## src/rtl/fwd_sel_ctrl_pkg.sv

```systemverilog
// Shared forwarding definitions: operand-mux select encoding, default register-address width
// and the youngest-stage-wins priority helper.
package fwd_sel_ctrl_pkg;

  localparam int unsigned FWD_REG_W_DEF = 3;

  localparam logic [1:0] FWD_SEL_RF  = 2'b00;
  localparam logic [1:0] FWD_SEL_EX  = 2'b01;
  localparam logic [1:0] FWD_SEL_MEM = 2'b10;
  localparam logic [1:0] FWD_SEL_WB  = 2'b11;

  // Youngest producer wins: EX over MEM over WB.
  function automatic logic [1:0] fwd_sel_prio(input logic ex_hit, input logic mem_hit,
                                              input logic wb_hit);
    if (ex_hit)       return FWD_SEL_EX;
    else if (mem_hit) return FWD_SEL_MEM;
    else if (wb_hit)  return FWD_SEL_WB;
    else              return FWD_SEL_RF;
  endfunction

endpackage

```

## src/rtl/fwd_sel_ctrl_match.sv

```systemverilog
// Per-operand forwarding match: compares one source register against the EX/MEM/WB
// tracker entries and returns the mux select plus an EX-load hit. Honours FWD_ZERO_REG_EN.
module fwd_match
  import fwd_sel_ctrl_pkg::*;
#(
  parameter int unsigned REG_W = FWD_REG_W_DEF
) (
  input  logic             iss_vld,
  input  logic             use_x,
  input  logic [REG_W-1:0] src,
  input  logic             ex_v,
  input  logic             ex_wr,
  input  logic             ex_ld,
  input  logic [REG_W-1:0] ex_dst,
  input  logic             mem_v,
  input  logic             mem_wr,
  input  logic [REG_W-1:0] mem_dst,
  input  logic             wb_v,
  input  logic             wb_wr,
  input  logic [REG_W-1:0] wb_dst,
  output logic [1:0]       sel,
  output logic             ld_hit
);

  logic src_live;
  logic ex_hit;
  logic mem_hit;
  logic wb_hit;

`ifdef FWD_ZERO_REG_EN
  // r0 always reads as zero, so it never needs a forwarded value.
  assign src_live = iss_vld & use_x & (src != '0);
`else
  assign src_live = iss_vld & use_x;
`endif

  assign ex_hit  = src_live & ex_v  & ex_wr  & (ex_dst  == src);
  assign mem_hit = src_live & mem_v & mem_wr & (mem_dst == src);
  assign wb_hit  = src_live & wb_v  & wb_wr  & (wb_dst  == src);

  assign sel    = fwd_sel_prio(ex_hit, mem_hit, wb_hit);
  assign ld_hit = ex_hit & ex_ld;

endmodule

```

## src/rtl/fwd_sel_ctrl.sv

```systemverilog
// Operand-forwarding controller: tracks in-flight destinations through EX/MEM/WB and drives
// the ALU operand mux selects and the load-use stall. Optional macro: FWD_ZERO_REG_EN.
module fwd_sel_ctrl
  import fwd_sel_ctrl_pkg::*;
#(
  parameter int unsigned REG_W = FWD_REG_W_DEF
) (
  input  logic             clk,
  input  logic             rst_n,
  input  logic             iss_vld,
  input  logic             iss_wr,
  input  logic             iss_ld,
  input  logic [REG_W-1:0] iss_dst,
  input  logic [REG_W-1:0] src_a,
  input  logic [REG_W-1:0] src_b,
  input  logic             use_a,
  input  logic             use_b,
  input  logic             hold,
  input  logic             flush,
  output logic [1:0]       sel_a,
  output logic [1:0]       sel_b,
  output logic             ld_stall
);

  typedef struct packed {
    logic             v;
    logic             wr;
    logic             ld;
    logic [REG_W-1:0] dst;
  } ex_ent_t;

  // The load flag only matters while the producer sits in EX; MEM/WB results are ready.
  typedef struct packed {
    logic             v;
    logic             wr;
    logic [REG_W-1:0] dst;
  } ret_ent_t;

  ex_ent_t  ex_q, ex_d;
  ret_ent_t mem_q, mem_d;
  ret_ent_t wb_q, wb_d;

  logic iss_wr_eff;
  logic ld_hit_a;
  logic ld_hit_b;

`ifdef FWD_ZERO_REG_EN
  assign iss_wr_eff = iss_wr & (iss_dst != '0);
`else
  assign iss_wr_eff = iss_wr;
`endif

  fwd_match #(
    .REG_W (REG_W)
  ) u_match_a (
    .iss_vld (iss_vld),
    .use_x   (use_a),
    .src     (src_a),
    .ex_v    (ex_q.v),
    .ex_wr   (ex_q.wr),
    .ex_ld   (ex_q.ld),
    .ex_dst  (ex_q.dst),
    .mem_v   (mem_q.v),
    .mem_wr  (mem_q.wr),
    .mem_dst (mem_q.dst),
    .wb_v    (wb_q.v),
    .wb_wr   (wb_q.wr),
    .wb_dst  (wb_q.dst),
    .sel     (sel_a),
    .ld_hit  (ld_hit_a)
  );

  fwd_match #(
    .REG_W (REG_W)
  ) u_match_b (
    .iss_vld (iss_vld),
    .use_x   (use_b),
    .src     (src_b),
    .ex_v    (ex_q.v),
    .ex_wr   (ex_q.wr),
    .ex_ld   (ex_q.ld),
    .ex_dst  (ex_q.dst),
    .mem_v   (mem_q.v),
    .mem_wr  (mem_q.wr),
    .mem_dst (mem_q.dst),
    .wb_v    (wb_q.v),
    .wb_wr   (wb_q.wr),
    .wb_dst  (wb_q.dst),
    .sel     (sel_b),
    .ld_hit  (ld_hit_b)
  );

  assign ld_stall = ld_hit_a | ld_hit_b;

  always_comb begin
    ex_d  = ex_q;
    mem_d = mem_q;
    wb_d  = wb_q;
    if (!hold) begin
      wb_d  = mem_q;
      mem_d = '{v: ex_q.v, wr: ex_q.wr, dst: ex_q.dst};
      if (flush || ld_stall || !iss_vld) begin
        ex_d = '0;
      end else begin
        ex_d = '{v: 1'b1, wr: iss_wr_eff, ld: iss_ld, dst: iss_dst};
      end
    end
  end

  always_ff @(posedge clk or negedge rst_n) begin
    if (!rst_n) begin
      ex_q  <= '0;
      mem_q <= '0;
      wb_q  <= '0;
    end else begin
      ex_q  <= ex_d;
      mem_q <= mem_d;
      wb_q  <= wb_d;
    end
  end

endmodule

```

## config.mk

```make
export PLATFORM = sky130hd
export DESIGN_NAME = fwd_sel_ctrl
export DESIGN_NICKNAME = d
export VERILOG_FILES = /design/src/rtl/fwd_sel_ctrl_pkg.sv /design/src/rtl/fwd_sel_ctrl_match.sv /design/src/rtl/fwd_sel_ctrl.sv
export SDC_FILE = /design/constraint.sdc
export NUM_CORES = 1
export LEC_CHECK = 0
export ABC_AREA = 0
export BUFFER_PORTS_ARGS = -buffer_cell sky130_fd_sc_hd__buf_2
export CAP_MARGIN = 15
export CORE_UTILIZATION = 33
export DETAILED_ROUTE_END_ITERATION = 7
export HOLD_SLACK_MARGIN = 0.15
export PLACE_DENSITY = 0.59
export REMOVE_ABC_BUFFERS = 1
export SYNTH_ARGS = -nofsm -noshare
export SYNTH_HDL_FRONTEND = slang
export SYNTH_SLANG_ARGS = --single-unit
```

## constraint.sdc

```tcl
create_clock -name clk -period 1.7 [get_ports clk]
set_input_delay 0.34 -clock clk [delete_from_list [all_inputs] [get_ports clk]]
set_output_delay 0.34 -clock clk [all_outputs]
set_load 0.02 [all_outputs]
```

Word-level counts from Yosys, hierarchy flattened

Cells that the tools add are included.

Equal/unequal tests: 6
Muxes and demuxes: 7
Bitwise operators: 23
Reductions and logical operators: 3

Operators by type and width:

| cell             | number |
|---|---|
| AND 1 bit        | 22 |
| == test 3 bit    | 6 |
| 2-to-1 mux 2 bit | 6 |
| 2-to-1 mux 6 bit | 1 |
| logical OR 1 bit | 2 |
| zero test 1 bit  | 1 |
| bitwise OR 1 bit | 1 |

Register bits: 16
Bits of input ports: 18
Output and inout port bits: 5
Word-level logic and storage cells: 49

Logic depth before layout (Yosys ltp)

Gate-level depths: netlist (run 1).

Word-level depth: 9
Mapped depth: 4
Gate-level depth less buffers: 4

Modules after synthesis

A second synthesis (run 1) with hierarchy kept.

Cell total of the unflattened synthesis: 76
Area, all modules: 928.4 sq um

Modules (own cells, without submodules):

| module       | times used | cells an instance | area an instance (sq um) | seq. area each (sq um) |
|---|---|---|---|---|
| fwd_sel_ctrl | 1          | 38                | 633.1                    | 400.4 |
| fwd_match    | 2          | 19                | 147.6                    | 0.0 |

Worst setup path after synthesis (run 1)

Ideal clock, no wire load.

Path kind: reg-to-output
Start: reg mem_q[1] in the netlist's numbering
End: out sel_b[1]
Arrival: 1.571 ns
Required time: 1.360 ns
Slack: -0.211 ns
Cell stages (with the launch flop): 5
Path buffers: 0
Path through: dfrtp_1 > xnor2_1 > nand2_1 > or4_1 > a21boi_0

Word-level cells in the longest chain between the ends: 4

Ends and longest elaborated chain:

| what                   | line                     | RTL |
|---|---|---|
| start, declared        | fwd_sel_ctrl.sv:40       | `ret_ent_t mem_q, mem_d;` |
| start signal, assigned | fwd_sel_ctrl.sv:117      | `mem_q <= mem_d;` |
| == test 3 bit          | fwd_sel_ctrl_match.sv:38 | `assign mem_hit = src_live & mem_v & mem_wr & (mem_dst == src);` |
| AND 1 bit              | fwd_sel_ctrl_match.sv:38 |  |
| 2-to-1 mux 2 bit       | fwd_sel_ctrl_pkg.sv:16   | `else if (mem_hit) return FWD_SEL_MEM;` |
| 2-to-1 mux 2 bit       | fwd_sel_ctrl_pkg.sv:15   | `if (ex_hit) return FWD_SEL_EX;` |
| end, declared          | fwd_sel_ctrl.sv:21       | `output logic [1:0] sel_b,` |

No other way between the ends.

Worst setup path after layout (run 1)

Start: reg ex_q[5] in the netlist's numbering
End: out ld_stall

Word-level cells in the longest chain between the ends: 5
Elaborated cells between the ends (all ways): 9
Classes of those cells: 9 x bitwise

Ends and longest elaborated chain:

| what                    | line                     | RTL |
|---|---|---|
| start, declared         | fwd_sel_ctrl.sv:39       | `ex_ent_t ex_q, ex_d;` |
| start signal, assigned  | fwd_sel_ctrl.sv:112      | `ex_q <= '0;` |
| start signal, assigned  | fwd_sel_ctrl.sv:116      | `ex_q <= ex_d;` |
| AND 1 bit (3 in series) | fwd_sel_ctrl_match.sv:37 | `assign ex_hit = src_live & ex_v & ex_wr & (ex_dst == src);` |
| AND 1 bit               | fwd_sel_ctrl_match.sv:42 | `assign ld_hit = ex_hit & ex_ld;` |
| bitwise OR 1 bit *      | fwd_sel_ctrl.sv:93       | `assign ld_stall = ld_hit_a \| ld_hit_b;` |
| end, declared           | fwd_sel_ctrl.sv:22       | `output logic ld_stall` |

Mark *: on every way between the ends. The rest lies on a longest branch, timed or not.

==> flow_metrics.py, run 1 <==
metrics = {
    "yosys": {
        "mappedNetlistArea_um2": 909.6,
        "ys_ff_latch": 16,
        "yosys_warnings": 0,
        "top_cells_by_area_synth": "dfrtp_1 44%, mux2_2 12%, xor2_1 9.6%",
        "synthesized_netlist_cell_count": 88,
        "syn_area_per_cell_um2": 10.34,
        "synthTopCellsByCount": "17 x nand2_1, 16 x dfrtp_1, 10 x mux2_2, 10 x xor2_1, 8 x xnor2_1",
        "postSynth.topFlopCell": "dfrtp_1",
        "netlist.area_leader.share_pct": 44.02,
        "synth_top_cell_by_area": "dfrtp_1",
        "synth.most_common_cell": "nand2_1",
        "portion_of_the_post_synthesis_area_used_by_sequential_elements_pct": 44.02,
        "count_of_different_cell_masters_after_synthesis": 18,
        "asyncSetResetFlopFracSynth_pct": 100.0,
        "count_of_flip_flops_with_a_built_in_enable_after_synthesis": 0,
    },
    "finish": {
        "fillerInstances": 255,
        "design.final.nets": 156,
        "antennaDiodeCount": 0,
        "layout_cell_share_with_drive_strength_beyond_1_pct": 48.91,
        "area_growth_syn_to_layout_pct": 44.98,
        "finish.instance_area_um2": 1319,
    },
    "timing": {
        "slew_violations": 0,
        "timing.setup.tns_ps": -1784,
        "clock-skew-final_ps": 2.686,
        "grt_setup_unrepaired": "yes",
        "final_setup_slack_of_the_worst_path_ps": -408.1,
        "fmaxAchievable_ghz": 0.4744,
        "finish_stage_setup_viols": 5,
        "final_critical_path_share_of_the_clock_period_pct": 124.0,
        "actual_transition_at_the_worst_max_transition_pin_ps": 582.2,
        "max-slew-margin-rel_pct": 61.10,
        "timing.final.crit_period_ps": 2108,
        "final_hold_viol_count": 0,
    },
    "worst_setup_path": {
        "reg2reg_from": "ex_q[5]",
        "timing.critical_path.slowest_cell_delay_ps": 610,
        "cpMaxStageDelayCell": "or4_4",
        "crit_fanout": 3,
        "setup.reg_to_reg.worst_slack_ps": 10,
        "timing.reg2reg.worst_path_depth": 5,
        "crit_chain": "nand4_1, or4_4, a21boi_4, buf_6",
        "critical_path.startpoint_type": "flip-flop",
        "crit_family": "simple AND/OR/NAND/NOR gates",
        "setup.worst_path.class": "flip-flop to output port",
        "timing.rr.end": "ex_q[4]",
        "worst-path-buf-inv": 1,
        "cp_arrival_ps": 1770,
        "critPathCaptureType": "output port",
        "worstPathRequired_ps": 1360,
    },
    "placed_design": {
        "dpl.hpwl_um": 1698,
        "port_buffers": 22,
        "dpl-instance-area_um2": 1192,
        "gpl_wtd_cong": 0.7799,
    },
    "global_routing": {
        "grt_overflow": 0,
        "global_route_usage_over_all_layers_pct": 16.41,
        "grt_first_pass_wirelength_um": 3318,
        "grt_antenna_before_repair": 0,
        "maximum_number_of_pins_on_one_net_before_global_route_repair": 17,
        "via_count_of_the_first_global_routing_pass": 736,
    },
    "job": {
        "max_cap_viol_count": 0,
    },
    "clocking": {
        "cts_num_sinks": 16,
        "number_of_buffers_inserted_during_clock_tree_synthesis": 3,
        "cts_root_buffer": "clkbuf_4",
        "clock_path_buffers": 2,
        "clock_tree_from_tritoncts": "yes",
        "source_to_sink_clock_delay_at_the_later_pin_of_the_worst_skew_pair_ps": 280,
        "clkTransAtPathRegs_ps": 90,
        "htree_levels": 1,
    },
    "min_path": {
        "holdCritPathClass": "input pin to flip-flop",
        "hold_end": "ex_q[1]",
        "timing.hold.worst.start": "iss_dst[1]",
        "worstHoldPathCells": 3,
    },
    "die": {
        "chipHeight_um": 54.50,
        "std_cell_rows": 18,
        "floorplan.initialDensity_pct": 35.74,
        "placeableCoreArea_um2": 2545,
        "die_x_um": 54.50,
        "die_area_um2": 2970,
        "top_level_ports": 23,
    },
    "power": {
        "leakagePower_nw": 0.6376,
        "power_density_relative_to_cell_area_nw_per_um2": 663.0,
        "total_chip_power_w": 0.0008743,
        "max-vdd-ir-drop_mv": 0.6028,
    },
    "status": {
        "violations": "setup timing",
        "run_status": "finished with violations",
    },
    "drt": {
        "via_count_normalized_by_instance_count": 4.874,
        "wl_per_cell_um": 12.73,
        "via_count": 814,
        "ant_nets": 0,
        "detailedRoute.firstIterationViolations": 18,
        "post-route-drc-count": 0,
        "totalWireLength_um": 2126,
        "detail_route.first_pass.iterations": 4,
    },
}
[cells in the final DEF (no fill, tap or decap), types with 3 or more instances in the layout]
master / instances
xor2_1: 10
buf_6: 4
xnor2_1: 8
or4_4: 3
o21ai_1: 7
mux2_2: 10
buf_4: 25
nand2_1: 17
buf_2: 17
dfrtp_1: 16
clkbuf_4: 3
[where the power goes]
part	switching [W]	leakage (nW)	internal [W]
clock	0.000114	0.0210	0.000130
sequential	0.0000276	0.214	0.000411
combinational	0.0000799	0.402	0.000111
total	0.000222	0.638	0.000652
[repair_timing]
| item | in CTS | in global routing |
|---|---|---|
| gates resized for setup | 12 | 5 |
| buffers inserted | 2 | 3 |
| hold buffers | 1 | 0 |
| hold endpoints to repair | 16 | 0 |
| pin swaps | 6 | 7 |
| endpoints found under the setup margin | 5 | 11 |
[worst max-delay path by stage]
stage	start	end	slack [ps]	cells after the start
after floorplan	mem_q[1]	sel_b[1]	-210	4
after global placement	src_b[0]	ld_stall	-160	5
after detailed placement	src_b[2]	sel_b[1]	-220	6
after CTS	mem_q[1]	sel_b[1]	-400	5
after global routing	ex_q[5]	ld_stall	-460	4
final	ex_q[5]	ld_stall	-410	4
[sequential cells by signal, indices dropped and copies added (netlist names)]
signal and cells:
ex_q 6, mem_q 5, wb_q 5
[logic make-up (layout without fill, tap and decap cells)]
kind of cell	count (synthesis)	in the layout	share of synthesized area [%]
AO/OA/AOI/OAI	11	11	8.115
XOR/XNOR	18	18	17.33
buffers and inverters	3	52	1.238
flip-flops	16	16	44.02
multiplexers	10	10	12.38
AND/OR/NAND/NOR	30	30	16.92
[final cells by class]
type / instances / area (um2) / share of cell area (%)
inverter: 1 / 3.754 / 0.2846
timing repair buffer: 47 / 327.8 / 24.86
tap: 30 / 37.54 / 2.846
multi-input combinational: 69 / 513.0 / 38.90
sequential: 16 / 400.4 / 30.36
clock buffer: 4 / 36.28 / 2.751
[worst min-delay path: cells and delay by family]
| kind | cells | cell delay, ps |
|---|---|---|
| simple gates | 1 | 40 |
| buf+inv | 1 | 90 |
| compound gates | 1 | 50 |
[metal layers]
metal | global-route usage (%) | wire [um] | up-vias
met1 | 22.60 | 989 | 377
li1 | - | - | 406
met4 | 5.128 | 13 | 0
met2 | 25.00 | 1006 | 29
met3 | 4.167 | 116 | 2
met5 | 0 | 0 | -
[per-stage QoR]
| stage | worst slack (ps) | utilization, % | cells | hold slack (ps) |
|---|---|---|---|---|
| final | -408.1 | 51.82 | 167 | 280.2 |
| after global routing | -458.5 | 51.82 | 167 | 278.8 |
| after CTS | -396.4 | 50.25 | 164 | 277.8 |
| after detailed placement | -218.0 | 46.85 | 157 | 270.9 |
| after global placement | -160.7 | 46.85 | 157 | 264.8 |
| after floorplan | -211.5 | - | 86 | 44.41 |
(Power assumes the default switching activity.)
==> run 2: changes to the inputs <==
--- a/config.mk
+++ b/config.mk
@@ -9,8 +9,8 @@
 export BUFFER_PORTS_ARGS = -buffer_cell sky130_fd_sc_hd__buf_2
 export CAP_MARGIN = 15
-export CORE_UTILIZATION = 33
+export CORE_UTILIZATION = 30
 export DETAILED_ROUTE_END_ITERATION = 7
 export HOLD_SLACK_MARGIN = 0.15
-export PLACE_DENSITY = 0.59
+export PLACE_DENSITY = 0.55
 export REMOVE_ABC_BUFFERS = 1
 export SYNTH_ARGS = -nofsm -noshare
==> constraint.sdc (replaced) <==
create_clock -name clk -period 1.7 [get_ports clk]
set_input_delay 0.34 -clock clk [delete_from_list [all_inputs] [get_ports clk]]
set_output_delay 0.34 -clock clk [all_outputs]
set_load 0.05 [all_outputs]
==> flow_metrics.py, run 2 (same netlist as run 1, synthesis figures left out) <==
metrics = {
    "status": {
        "run_status": "finished with violations",
        "violations": "DRC, setup timing",
    },
    "clocking": {
        "cts_root_buffer": "clkbuf_4",
        "clock_path_buffers": 2,
        "clkTransAtPathRegs_ps": 90,
        "source_to_sink_clock_delay_at_the_later_pin_of_the_worst_skew_pair_ps": 280,
        "clock_tree_from_tritoncts": "yes",
        "cts_num_sinks": 16,
        "number_of_buffers_inserted_during_clock_tree_synthesis": 3,
        "htree_levels": 1,
    },
    "drt": {
        "totalWireLength_um": 2101,
        "via_count_normalized_by_instance_count": 4.753,
        "post-route-drc-count": 2,
        "ant_nets": 0,
        "detail_route.first_pass.iterations": 6,
        "detailedRoute.firstIterationViolations": 10,
        "via_count": 789,
        "wl_per_cell_um": 12.66,
    },
    "worst_setup_path": {
        "critical_path.startpoint_type": "flip-flop",
        "crit_family": "simple AND/OR/NAND/NOR gates",
        "crit_fanout": 3,
        "crit_chain": "xor2_1, or4_4, a21boi_4, buf_6",
        "setup.worst_path.class": "flip-flop to output port",
        "cpMaxStageDelayCell": "or4_4",
        "worst-path-buf-inv": 1,
        "timing.critical_path.slowest_cell_delay_ps": 560,
        "cp_arrival_ps": 1790,
        "critPathCaptureType": "output port",
        "worstPathRequired_ps": 1360,
    },
    "placed_design": {
        "dpl-instance-area_um2": 1201,
        "port_buffers": 22,
        "gpl_wtd_cong": 0.7412,
        "dpl.hpwl_um": 1683,
    },
    "finish": {
        "final_cell_mix": "24 x buf_4, 17 x nand2_1, 17 x buf_2",
        "fillerInstances": 282,
        "layout_cell_share_with_drive_strength_beyond_1_pct": 48.89,
        "design.final.nets": 155,
        "area_growth_syn_to_layout_pct": 44.15,
        "register_bank_with_the_most_flops": "ex_q",
        "largest_reg_flops": 6,
        "multi_input_comb_area_um2": 525.5,
        "biggest_regs": "ex_q: 6 flops, mem_q: 5 flops, wb_q: 5 flops",
        "layout_commonest_cell": "buf_4",
        "finish.instance_area_um2": 1311,
        "layout.area.seq_um2": 400.4,
        "antennaDiodeCount": 0,
    },
    "timing": {
        "timing.final.crit_period_ps": 2130,
        "max-slew-margin-rel_pct": 75.12,
        "fmaxAchievable_ghz": 0.4695,
        "slew_violations": 0,
        "actual_transition_at_the_worst_max_transition_pin_ps": 373.1,
        "final_setup_slack_of_the_worst_path_ps": -430.1,
        "timing.setup.tns_ps": -1943,
        "grt_setup_unrepaired": "yes",
        "final_hold_viol_count": 0,
        "fin_hold_ws_ps": 275.5,
        "final_critical_path_share_of_the_clock_period_pct": 125.3,
        "finish_stage_setup_viols": 5,
        "clock-skew-final_ps": 6.536,
    },
    "die": {
        "top_level_ports": 23,
        "floorplan.initialDensity_pct": 32.43,
        "std_cell_rows": 19,
        "die_area_um2": 3256,
        "placeableCoreArea_um2": 2805,
        "die_x_um": 57.07,
        "chipHeight_um": 57.07,
    },
    "power": {
        "total_chip_power_w": 0.0008240,
        "max-vdd-ir-drop_mv": 0.4006,
        "power_density_relative_to_cell_area_nw_per_um2": 628.4,
        "leakagePower_nw": 0.6354,
    },
    "global_routing": {
        "grt_first_pass_wirelength_um": 3491,
        "global_route.peak_usage_layer": "met2",
        "grt_overflow": 0,
        "grt_util_met2_pct": 24.37,
        "grt_util_met3_pct": 2.494,
        "global_route_usage_over_all_layers_pct": 14.07,
        "maximum_number_of_pins_on_one_net_before_global_route_repair": 18,
        "via_count_of_the_first_global_routing_pass": 824,
        "grt_antenna_before_repair": 0,
        "gr-usage-met1_pct": 17.24,
    },
    "min_path": {
        "holdCritPathClass": "input pin to flip-flop",
    },
    "job": {
        "max_cap_viol_count": 0,
    },
}
run 2: per-layer routing:
metal	vias up	wire length [um]	share of wire (%)
li1	401	-	-
met1	367	948	45
met2	19	1055	50
met3	2	83	4.0
met4	0	13	0.62
met5	-	0	0
run 2: worst paths after layout:
check	startpoint	endpoint	slack [ps]	cells past startpoint
worst max register to register	ex_q[2]	ex_q[2]	30	5
worst max-delay path	ex_q[2]	ld_stall	-430	4
max in group asynchronous	rst_n	wb_q[0]	930	2
worst min-delay path	iss_dst[1]	ex_q[1]	280	3
worst min register to register	ex_q[3]	ex_q[3]	510	2
min in group asynchronous	rst_n	ex_q[1]	490	2
run 2: final cells by class:
cell class | instances | share of cell area [%]
multi-input combinational | 69 | 40.08
sequential | 16 | 30.53
timing repair buffer | 46 | 24.43
tap | 31 | 2.958
clock buffer | 3 | 1.718
inverter | 1 | 0.2863
run 2: per-stage QoR:
step                      instances  util, %  setup slack, ps
final                           166    46.74           -430.1
after floorplan                  86        -           -842.2
after global placement          159    42.82           -322.0
after global routing            166    46.74           -479.3
after CTS                       164    45.76           -440.7
after detailed placement        159    42.82           -313.9
run 2: worst reg2reg max path: stages (launching register included):
cell and delay (ps):
dfrtp_1 430, xor2_1 160, or4_4 560, a21boi_4 190, buf_4 160, o21ai_1 70
run 2: repair_timing:
item / CTS / global route
setup buffers: 1 / 2
gates resized for setup: 15 / 3
setup endpoints to repair: 5 / 11
endpoints found under the hold margin: 16 / 0
pin swaps: 9 / 5
hold buffers: 1 / 0
run 2: power breakdown:
part / switching [W] / internal, W
registers: 0.0000258 / 0.000411
clock network: 0.000114 / 0.0000821
logic: 0.0000816 / 0.000110
total: 0.000221 / 0.000603
==> run 3: changes to the inputs <==
Settings changed: ABC_AREA 0 to 1, PLACE_DENSITY 0.55 to 0.54.
==> flow_metrics.py, run 3 <==
metrics = {
    "drt": {
        "ant_nets": 0,
        "via_count": 962,
        "via_count_normalized_by_instance_count": 4.413,
        "totalWireLength_um": 2382,
        "detail_route.first_pass.iterations": 5,
        "post-route-drc-count": 0,
        "detailedRoute.firstIterationViolations": 21,
        "wl_per_cell_um": 10.93,
    },
    "job": {
        "max_cap_viol_count": 0,
    },
    "worst_setup_path": {
        "crit_fanout": 3,
        "cpMaxStageDelayCell": "dfrtp_1",
        "worstPathRequired_ps": 1360,
        "setup.reg_to_reg.worst_slack_ps": 360,
        "timing.reg2reg.worst_path_depth": 7,
        "timing.critical_path.slowest_cell_delay_ps": 420,
        "timing.rr.end": "ex_q[0]",
        "cp_arrival_ps": 1510,
        "crit_family": "flip-flops",
        "critPathCaptureType": "output port",
        "worst-path-buf-inv": 2,
        "reg2reg_from": "ex_q[1]",
        "setup.worst_path.class": "flip-flop to output port",
        "crit_chain": "inv_2, nand2_1, nand2_1, nand3_1, nor2_1, nand3_1, a21boi_1, buf_4",
        "critical_path.startpoint_type": "flip-flop",
    },
    "die": {
        "top_level_ports": 23,
        "die_area_um2": 3722,
        "std_cell_rows": 21,
        "die_x_um": 61.01,
        "chipHeight_um": 61.01,
        "floorplan.initialDensity_pct": 31.31,
        "placeableCoreArea_um2": 3337,
    },
    "power": {
        "p_sw_share_pct": 30.11,
        "cell_internal_power_w": 0.0006137,
        "p_comb_share_pct": 19.8,
        "max-vdd-ir-drop_mv": 0.2810,
        "total_chip_power_w": 0.0008781,
        "power_frac_clock_pct": 30.3,
        "pwr-share-seq_pct": 49.9,
        "leakagePower_nw": 0.6935,
        "power_density_relative_to_cell_area_nw_per_um2": 650.4,
        "power.switching_w": 0.0002644,
    },
    "status": {
        "run_status": "finished with violations",
        "violations": "setup timing",
    },
    "min_path": {
        "holdCritPathClass": "input pin to flip-flop",
        "timing.hold.worst.start": "iss_ld",
        "worstHoldPathCells": 3,
        "hold_end": "ex_q[3]",
    },
    "timing": {
        "timing.setup.tns_ps": -527.0,
        "max-slew-margin-rel_pct": 74.40,
        "grt_setup_unrepaired": "yes",
        "final_setup_slack_of_the_worst_path_ps": -151.0,
        "slew_violations": 0,
        "final_hold_viol_count": 0,
        "timing.final.crit_period_ps": 1851,
        "fmaxAchievable_ghz": 0.5403,
        "finish_stage_setup_viols": 5,
        "final_critical_path_share_of_the_clock_period_pct": 108.9,
        "actual_transition_at_the_worst_max_transition_pin_ps": 382.3,
        "fin_hold_ws_ps": 287.5,
        "clock-skew-final_ps": 6.712,
    },
    "clocking": {
        "clock_path_buffers": 2,
        "htree_levels": 1,
        "cts_num_sinks": 16,
        "cts_root_buffer": "clkbuf_4",
        "clock_tree_from_tritoncts": "yes",
        "number_of_buffers_inserted_during_clock_tree_synthesis": 3,
        "clkTransAtPathRegs_ps": 110,
        "source_to_sink_clock_delay_at_the_later_pin_of_the_worst_skew_pair_ps": 300,
    },
    "yosys": {
        "netlist.area_leader.share_pct": 38.32,
        "synth_top_cell_by_area": "dfrtp_1",
        "top_cells_by_area_synth": "dfrtp_1 38%, nand2_1 19%, nand4_1 5.4%",
        "post_synthesis_mux_area_share_pct": 0,
        "count_of_flip_flops_with_a_built_in_enable_after_synthesis": 0,
        "synthesized_netlist_cell_count": 141,
        "synth-xor-area-share_pct": 7.545,
        "synth_simple_gate_area_share_pct": 39.76,
        "postSynth.topFlopCell": "dfrtp_1",
        "ys_ff_latch": 16,
        "synth-compound-area-share_pct": 6.707,
        "mappedNetlistArea_um2": 1045,
        "synthTopCellsByCount": "53 x nand2_1, 16 x dfrtp_1, 14 x inv_1",
        "portion_of_the_post_synthesis_area_used_by_sequential_elements_pct": 38.32,
        "synth.most_common_cell": "nand2_1",
        "asyncSetResetFlopFracSynth_pct": 100.0,
        "synth_adder_area_share_pct": 0,
        "syn_area_per_cell_um2": 7.410,
        "yosys_warnings": 0,
        "combinational_family_with_the_most_area_after_synthesis": "simple AND/OR/NAND/NOR gates",
        "count_of_different_cell_masters_after_synthesis": 21,
    },
    "global_routing": {
        "grt_first_pass_wirelength_um": 3808,
        "via_count_of_the_first_global_routing_pass": 843,
        "grt_overflow": 0,
        "maximum_number_of_pins_on_one_net_before_global_route_repair": 22,
        "global_route_usage_over_all_layers_pct": 14.04,
        "grt_antenna_before_repair": 0,
    },
    "finish": {
        "fin_cells": 218,
        "design.final.nets": 191,
        "antennaDiodeCount": 0,
        "multi_input_comb_area_um2": 593.1,
        "layout_cell_share_with_drive_strength_beyond_1_pct": 34.30,
        "register_bank_with_the_most_flops": "ex_q",
        "biggest_regs": "ex_q: 6 flops, mem_q: 5 flops, wb_q: 5 flops",
        "finalCoreUtilization_pct": 40.46,
        "largest_reg_flops": 6,
        "fillerInstances": 367,
        "area_growth_syn_to_layout_pct": 29.22,
        "layout_commonest_cell": "nand2_1",
        "final_cell_mix": "52 x nand2_1, 17 x buf_2, 14 x dfrtp_1",
        "layout.area.seq_um2": 402.9,
    },
    "placed_design": {
        "gpl_wtd_cong": 0.8491,
        "placedCellCount": 209,
        "dpl.hpwl_um": 1870,
        "port_buffers": 22,
    },
}
==> run 3: cell type report <==
| class | instances | area share (%) |
|---|---|---|
| multi-input combinational | 104 | 43.93 |
| inverter | 19 | 5.283 |
| clock buffer | 4 | 2.688 |
| sequential | 16 | 29.84 |
| timing repair buffer | 29 | 13.99 |
| tap | 46 | 4.263 |
==> run 3: worst min-delay path, cell delays in order <==
cell and delay, ps:
buf_2 70, nand4_1 80, nand2_1 60
==> run 3: cells by family after synthesis <==
logic type      Yosys count
buf+inv                  21
xor+xnor                  9
compound gates           13
flops                    16
simple gates             82
==> run 3: metrics by stage <==
| stage | area, um2 | setup slack, ps |
|---|---|---|
| 2_1_floorplan | 1036 | -153.5 |
| 3_3_place_gp | 1219 | 31.35 |
| 3_5_place_dp | 1219 | 32.97 |
| 4_1_cts | 1323 | -176.2 |
| 5_1_grt | 1350 | -254.0 |
| 6_report | 1350 | -151.0 |
==> run 3: power groups by stage <==
stage	clock network [W]	logic, W	registers [W]
after floorplan	0	0.0000950	0.000437
after global placement	0	0.000154	0.000442
after detailed placement	0	0.000155	0.000444
after CTS	0.000274	0.000167	0.000437
after global routing	0.000288	0.000196	0.000443
final	0.000266	0.000174	0.000438
==> run 3: worst max-delay path by stage <==
stage	from	endpoint	slack (ps)	cells past startpoint
3_3_place_gp	src_b[1]	sel_b[1]	30	9
3_5_place_dp	src_b[1]	sel_b[1]	30	9
4_1_cts	wb_q[0]	sel_a[1]	-180	8
5_1_grt	wb_q[0]	sel_a[1]	-250	8
2_1_floorplan	wb_q[1]	sel_b[1]	-150	7
6_report	wb_q[0]	sel_a[1]	-150	8
==> run 3: routing by layer <==
layer / vias to the layer above / track usage, % / wire (um)
met1: 439 / 18.90 / 1116
met2: 15 / 22.76 / 1158
met5: - / 0 / 0
met3: 2 / 3.782 / 92
li1: 506 / - / -
met4: 0 / 2.922 / 16
==> run 3: what timing repair did <==
action,in CTS,in global routing
buffers inserted,2,2
pin swaps,5,4
hold buffers,1,0
endpoints found under the setup margin,5,5
endpoints found under the hold margin,16,0
gates resized for setup,14,3
